<file path="src/rtl/uart_tx_bridge.sv">
// Byte-stream sink: FIFO-buffered 8N1 UART transmitter, LSB first, fixed clocks per bit.
// Optional even parity bit between data and stop when UART_TX_PARITY_EN is defined.
module uart_tx_bridge #(
    parameter int CLKS_PER_BIT = 16,
    parameter int FIFO_DEPTH   = 16,
    parameter int STOP_BITS    = 1
) (
    input  logic                        clk,
    input  logic                        rst,
    input  logic [7:0]                  rxd,
    input  logic                        rx_dv,
    output logic                        uart_txd,
    output logic                        busy,
    output logic                        fifo_full,
    output logic [$clog2(FIFO_DEPTH):0] fifo_level,
    output logic                        overflow
);

    localparam int AW = $clog2(FIFO_DEPTH);
    localparam int LW = AW + 1;
    localparam int BW = $clog2(CLKS_PER_BIT);

    typedef enum logic [2:0] {
        ST_IDLE   = 3'd0,
        ST_START  = 3'd1,
        ST_DATA   = 3'd2,
`ifdef UART_TX_PARITY_EN
        ST_PARITY = 3'd3,
`endif
        ST_STOP   = 3'd4
    } state_t;

`ifdef UART_TX_PARITY_EN
    function automatic logic even_parity(input logic [7:0] data);
        even_parity = ^data;
    endfunction
`endif

    logic [7:0]    mem_r [FIFO_DEPTH];
    logic [AW:0]   wr_ptr_r;
    logic [AW:0]   rd_ptr_r;
    logic [LW-1:0] level_r;
    logic [LW-1:0] level_nxt_s;
    logic          fifo_full_r;
    logic          overflow_r;
    state_t        state_r;
    logic [BW-1:0] baud_r;
    logic [2:0]    bit_cnt_r;
    logic [7:0]    shift_r;
    logic          txd_r;
    logic          busy_r;
    logic          wr_en_s;
    logic          pop_s;
    logic          bit_end_s;
    logic          line_s;
    logic [7:0]    head_s;
`ifdef UART_TX_PARITY_EN
    logic          parity_r;
`endif

    assign head_s = mem_r[rd_ptr_r[AW-1:0]];

    // Write/pop decisions and next FIFO occupancy; a write while full is dropped even if a pop coincides.
    always_comb begin
        wr_en_s   = rx_dv & ~fifo_full_r;
        bit_end_s = (baud_r == BW'(CLKS_PER_BIT - 1));
        pop_s     = 1'b0;
        if (state_r == ST_IDLE) begin
            pop_s = (level_r != {LW{1'b0}});
        end else if ((state_r == ST_STOP) && bit_end_s && (bit_cnt_r == 3'(STOP_BITS - 1))) begin
            pop_s = (level_r != {LW{1'b0}});
        end else begin
            pop_s = 1'b0;
        end
        case ({wr_en_s, pop_s})
            2'b10:   level_nxt_s = level_r + LW'(1);
            2'b01:   level_nxt_s = level_r - LW'(1);
            default: level_nxt_s = level_r;
        endcase
    end

    // Serial line value for the current state; registered one cycle later into txd_r.
    always_comb begin
        case (state_r)
            ST_IDLE:   line_s = 1'b1;
            ST_START:  line_s = 1'b0;
            ST_DATA:   line_s = shift_r[0];
`ifdef UART_TX_PARITY_EN
            ST_PARITY: line_s = parity_r;
`endif
            ST_STOP:   line_s = 1'b1;
            default:   line_s = 1'b1;
        endcase
    end

    // FIFO storage array.
    always_ff @(posedge clk) begin
        if (wr_en_s && !rst) begin
            mem_r[wr_ptr_r[AW-1:0]] <= rxd;
        end
    end

    // FIFO pointers, occupancy, full and sticky overflow flags.
    always_ff @(posedge clk) begin
        if (rst) begin
            wr_ptr_r    <= {LW{1'b0}};
            rd_ptr_r    <= {LW{1'b0}};
            level_r     <= {LW{1'b0}};
            fifo_full_r <= 1'b0;
            overflow_r  <= 1'b0;
        end else begin
            if (wr_en_s) begin
                wr_ptr_r <= wr_ptr_r + LW'(1);
            end
            if (pop_s) begin
                rd_ptr_r <= rd_ptr_r + LW'(1);
            end
            if (rx_dv && fifo_full_r) begin
                overflow_r <= 1'b1;
            end
            level_r     <= level_nxt_s;
            fifo_full_r <= (level_nxt_s == LW'(FIFO_DEPTH));
        end
    end

    // Frame sequencer with baud and bit counters; line and busy are registered outputs.
    always_ff @(posedge clk) begin
        if (rst) begin
            state_r   <= ST_IDLE;
            baud_r    <= {BW{1'b0}};
            bit_cnt_r <= 3'd0;
            shift_r   <= 8'd0;
            txd_r     <= 1'b1;
            busy_r    <= 1'b0;
`ifdef UART_TX_PARITY_EN
            parity_r  <= 1'b0;
`endif
        end else begin
            txd_r  <= line_s;
            busy_r <= (state_r != ST_IDLE) || (level_r != {LW{1'b0}});
            case (state_r)
                ST_IDLE: begin
                    baud_r    <= {BW{1'b0}};
                    bit_cnt_r <= 3'd0;
                    if (pop_s) begin
                        shift_r <= head_s;
`ifdef UART_TX_PARITY_EN
                        parity_r <= even_parity(head_s);
`endif
                        state_r <= ST_START;
                    end
                end
                ST_START: begin
                    if (bit_end_s) begin
                        baud_r    <= {BW{1'b0}};
                        bit_cnt_r <= 3'd0;
                        state_r   <= ST_DATA;
                    end else begin
                        baud_r <= baud_r + BW'(1);
                    end
                end
                ST_DATA: begin
                    if (bit_end_s) begin
                        baud_r  <= {BW{1'b0}};
                        shift_r <= {1'b0, shift_r[7:1]};
                        if (bit_cnt_r == 3'd7) begin
                            bit_cnt_r <= 3'd0;
`ifdef UART_TX_PARITY_EN
                            state_r   <= ST_PARITY;
`else
                            state_r   <= ST_STOP;
`endif
                        end else begin
                            bit_cnt_r <= bit_cnt_r + 3'd1;
                        end
                    end else begin
                        baud_r <= baud_r + BW'(1);
                    end
                end
`ifdef UART_TX_PARITY_EN
                ST_PARITY: begin
                    if (bit_end_s) begin
                        baud_r    <= {BW{1'b0}};
                        bit_cnt_r <= 3'd0;
                        state_r   <= ST_STOP;
                    end else begin
                        baud_r <= baud_r + BW'(1);
                    end
                end
`endif
                ST_STOP: begin
                    if (bit_end_s) begin
                        baud_r <= {BW{1'b0}};
                        if (bit_cnt_r == 3'(STOP_BITS - 1)) begin
                            bit_cnt_r <= 3'd0;
                            // Pending byte chains straight into the next start bit.
                            if (pop_s) begin
                                shift_r <= head_s;
`ifdef UART_TX_PARITY_EN
                                parity_r <= even_parity(head_s);
`endif
                                state_r <= ST_START;
                            end else begin
                                state_r <= ST_IDLE;
                            end
                        end else begin
                            bit_cnt_r <= bit_cnt_r + 3'd1;
                        end
                    end else begin
                        baud_r <= baud_r + BW'(1);
                    end
                end
                default: begin
                    state_r   <= ST_IDLE;
                    baud_r    <= {BW{1'b0}};
                    bit_cnt_r <= 3'd0;
                end
            endcase
        end
    end

    assign uart_txd   = txd_r;
    assign busy       = busy_r;
    assign fifo_full  = fifo_full_r;
    assign fifo_level = level_r;
    assign overflow   = overflow_r;

endmodule

</file>
<file path="config.mk">
export PLATFORM = sky130hd
export DESIGN_NAME = uart_tx_bridge
export DESIGN_NICKNAME = d
export VERILOG_FILES = /design/src/rtl/uart_tx_bridge.sv
export SDC_FILE = /design/constraint.sdc
export NUM_CORES = 1
export LEC_CHECK = 0
export BUFFER_PORTS_ARGS = -buffer_cell sky130_fd_sc_hd__buf_2
export CAP_MARGIN = 20
export CORE_MARGIN = 1.5
export CORE_UTILIZATION = 55
export DETAILED_ROUTE_END_ITERATION = 12
export PLACE_DENSITY = 0.82
export SLEW_MARGIN = 20
export SYNTH_ARGS = -nofsm -noshare
export SYNTH_HDL_FRONTEND = slang
export SYNTH_SLANG_ARGS = --single-unit
</file>
<file path="constraint.sdc">
create_clock -name clk -period 4.1 [get_ports clk]
set_clock_uncertainty 0.1 [all_clocks]
set_input_delay 0.615 -clock clk [delete_from_list [all_inputs] [get_ports clk]]
set_output_delay 0.615 -clock clk [all_outputs]
set_load 0.01 [all_outputs]
</file>
==> results.ini <==
[status]
outcome = completed

[power_and_ir_drop]
powerDensity_nw_per_um2 = 593
peakVddDrop_mv = 0.365
p_leak_nw = 2.49

[global_route]
grt_pass1_vias = 3603
grt_start_max_net_pins = 41
grtUsageTotal_pct = 21.6
grt_remaining_overflow = 0
antenna_found_initial = 0
grt_pass1_wl_um = 19900

[timing]
min_period_ns = 3.59
max_freq_mhz = 278
finalHoldViolCount = 0
setup_ws_ns = 0.506
post-route-period-util_pct = 87.7
slew_violations = 0
finalSetupTns_ns = 0
rsz0062_at_grt = false
tightest_slew_ns = 1.12
setup_violations = 0
max_slew_margin_pct = 25.0

[critical_path]
endpoint = fifo_full
path_max_fanout = 10
cp_top_family = simple AND/OR/NAND/NOR gates
r2r_end = fifo_full
cp-end-kind = flip-flop
crit_chain = ha_1 -> nand3_1 -> o21a_1 -> or2_0 -> inv_2 -> ha_1 -> xor2_1 -> ha_1 -> nor2b_1 -> a31oi_1 -> o32ai_1 -> mux2_2 -> and4_1
worstRegToRegCells = 13
cp.depth = 13
slowest_stage = mux2_2
reg2reg_from = baud_r[0]
rrSetupSlack_ns = 0.51
required_ns = 4.31
critPathLaunchType = flip-flop
crit_top_cell = ha_1
critical_path.startpoint = baud_r[0]
critical-path-max-stage-delay_ns = 0.38
critPathKind = reg -> reg
cp_num_buf_inv = 1
arrival_ns = 3.81

[clock_tree]
h-tree-depth = 4
clkTransAtPathRegs_ns = 0.06
cts_hold_buf = 0
clock_latency_ns = 0.42
cts_tree = yes
cts.sinks = 167
cts_inserted_buffers = 17
clock-root-buffer = clkbuf_16
clockBufferDepth = 2
cts_resized = 0
postCtsSetupRepairBufs = 0

[drt]
vias_per_cell = 6.01
vias = 3615
drc = 0
ant_nets = 0
drt_wl_total_um = 12800
dr.first_iter.drc_count = 324
drt_pre_antenna_iters = 6
routedWlPerCell_um = 21.4

[worst_hold_path]
hp-class = in -> reg
hp-start = rx_dv

[finish]
area_growth_syn_to_layout_pct = 11.9
drive_gt1_share_pct = 21.4
final_nets = 464
antenna_cells = 0
fillerInstances = 826

[floorplan]
initial_core_util_pct = 56.3
die_area_um2 = 13000
io_pins = 20
die-width_um = 114
row_count = 40
die_h_um = 114
core-area_um2 = 12000

[synthesis]
syn_nets = 443
ys_types = 43
yosys.area.top_type_share_pct = 56.9
synth_seq_cells = 167
netlist_area_um2 = 6760
synth.top_cells.by_count = edfxtp_1, nor2_1, dfxtp_1
synth_top_area_cell = edfxtp_1
syn_area_per_cell_um2 = 16.1
synthArstFlopShare_pct = 0
synthFlopType = edfxtp_1
yosys-top-cells-area = edfxtp_1, mux4_2, dfxtp_1, nor2_1, ha_1
ys_seq_area_share_pct = 68.4
synth-edff-count = 128
ys_warn_count = 0
synthCells = 420
synth.most_common_cell = edfxtp_1

[place]
gp_congestion = 0.867
dp_hpwl_um = 7790
place_ws_ns = 0.545
portBuffers = 19

[flow_run]
maxCapViolCount = 0

## report_power, final
group          switching (mW)  internal, mW
clock network           0.670         0.912
logic                   0.430         0.385
registers               0.149          1.94
total                    1.25          3.23
## layer usage
metal / vias up / GRT usage, % / share of wire [%]
met2: 129 / 35.3 / 50
met3: 25 / 6.70 / 5.5
met4: 0 / 9.33 / 2.5
met5: - / 0 / 0
li1: 1668 / - / -
met1: 1793 / 26.8 / 42
## worst min path at each step
stage / cells after the start / slack [ns] / to
after global routing: 3 / 0.36 / overflow
after global placement: 1 / 0.34 / baud_r[0]
after CTS: 3 / 0.35 / overflow
after detailed placement: 1 / 0.37 / baud_r[0]
after floorplan: 1 / 0.33 / baud_r[0]
final: 3 / 0.35 / overflow
## stage by stage
step	util [%]	cells	power (mW)	cell area, um^2	hold slack, ns
after floorplan	-	420	2.73	6760	0.333
after global placement	58.1	569	2.89	6970	0.341
after detailed placement	58.1	569	2.93	6970	0.367
after CTS	62.9	601	4.51	7560	0.346
after global routing	62.9	601	4.67	7560	0.359
final	62.9	601	4.48	7560	0.351
## tightest hold or removal path, cell delays in order
cell and delay (ns):
buf_2 0.08, a21oi_1 0.05, nor2_1 0.08
## kinds of logic after synthesis
group,count (synthesis),synth area share [%]
compound gates,35,3.52
xor+xnor,14,1.81
fa+ha+maj,12,2.22
buf+inv,28,1.80
flops,167,68.4
mux,44,13.6
simple gates,120,8.63
## cell type report
type	count	area (um^2)	share of cell area, %
Clock inverter	14	159	2.10
Clock buffer	18	429	5.68
Tap cell	147	184	2.43
Multi-Input combinational cell	225	2010	26.6
Inverter	7	26.3	0.348
Sequential cell	167	4630	61.2
Timing Repair Buffer	23	125	1.65
## flip-flops by register name, indices dropped and copies added (netlist names), named ones only
register	cells
fifo_level	5
shift_r	8
rd_ptr_r	4
bit_cnt_r	3
overflow	1
mem_r	128
fifo_full	1
state_r	3
baud_r	4
wr_ptr_r	4
busy	1
uart_txd	1
## cells in the final DEF (no fill, tap or decap), types with 6 or more instances in the layout
master	instances
a21oi_1	13
a311oi_1	7
buf_2	19
clkbuf_16	17
dfxtp_1	38
edfxtp_1	128
ha_1	12
inv_1	6
mux4_2	38
nand2_1	12
nor2_1	55
nor2b_1	10
nor3_1	13
nor4_1	6
xnor2_1	7
xor2_1	7
Power figures use the tool's default switching activity.
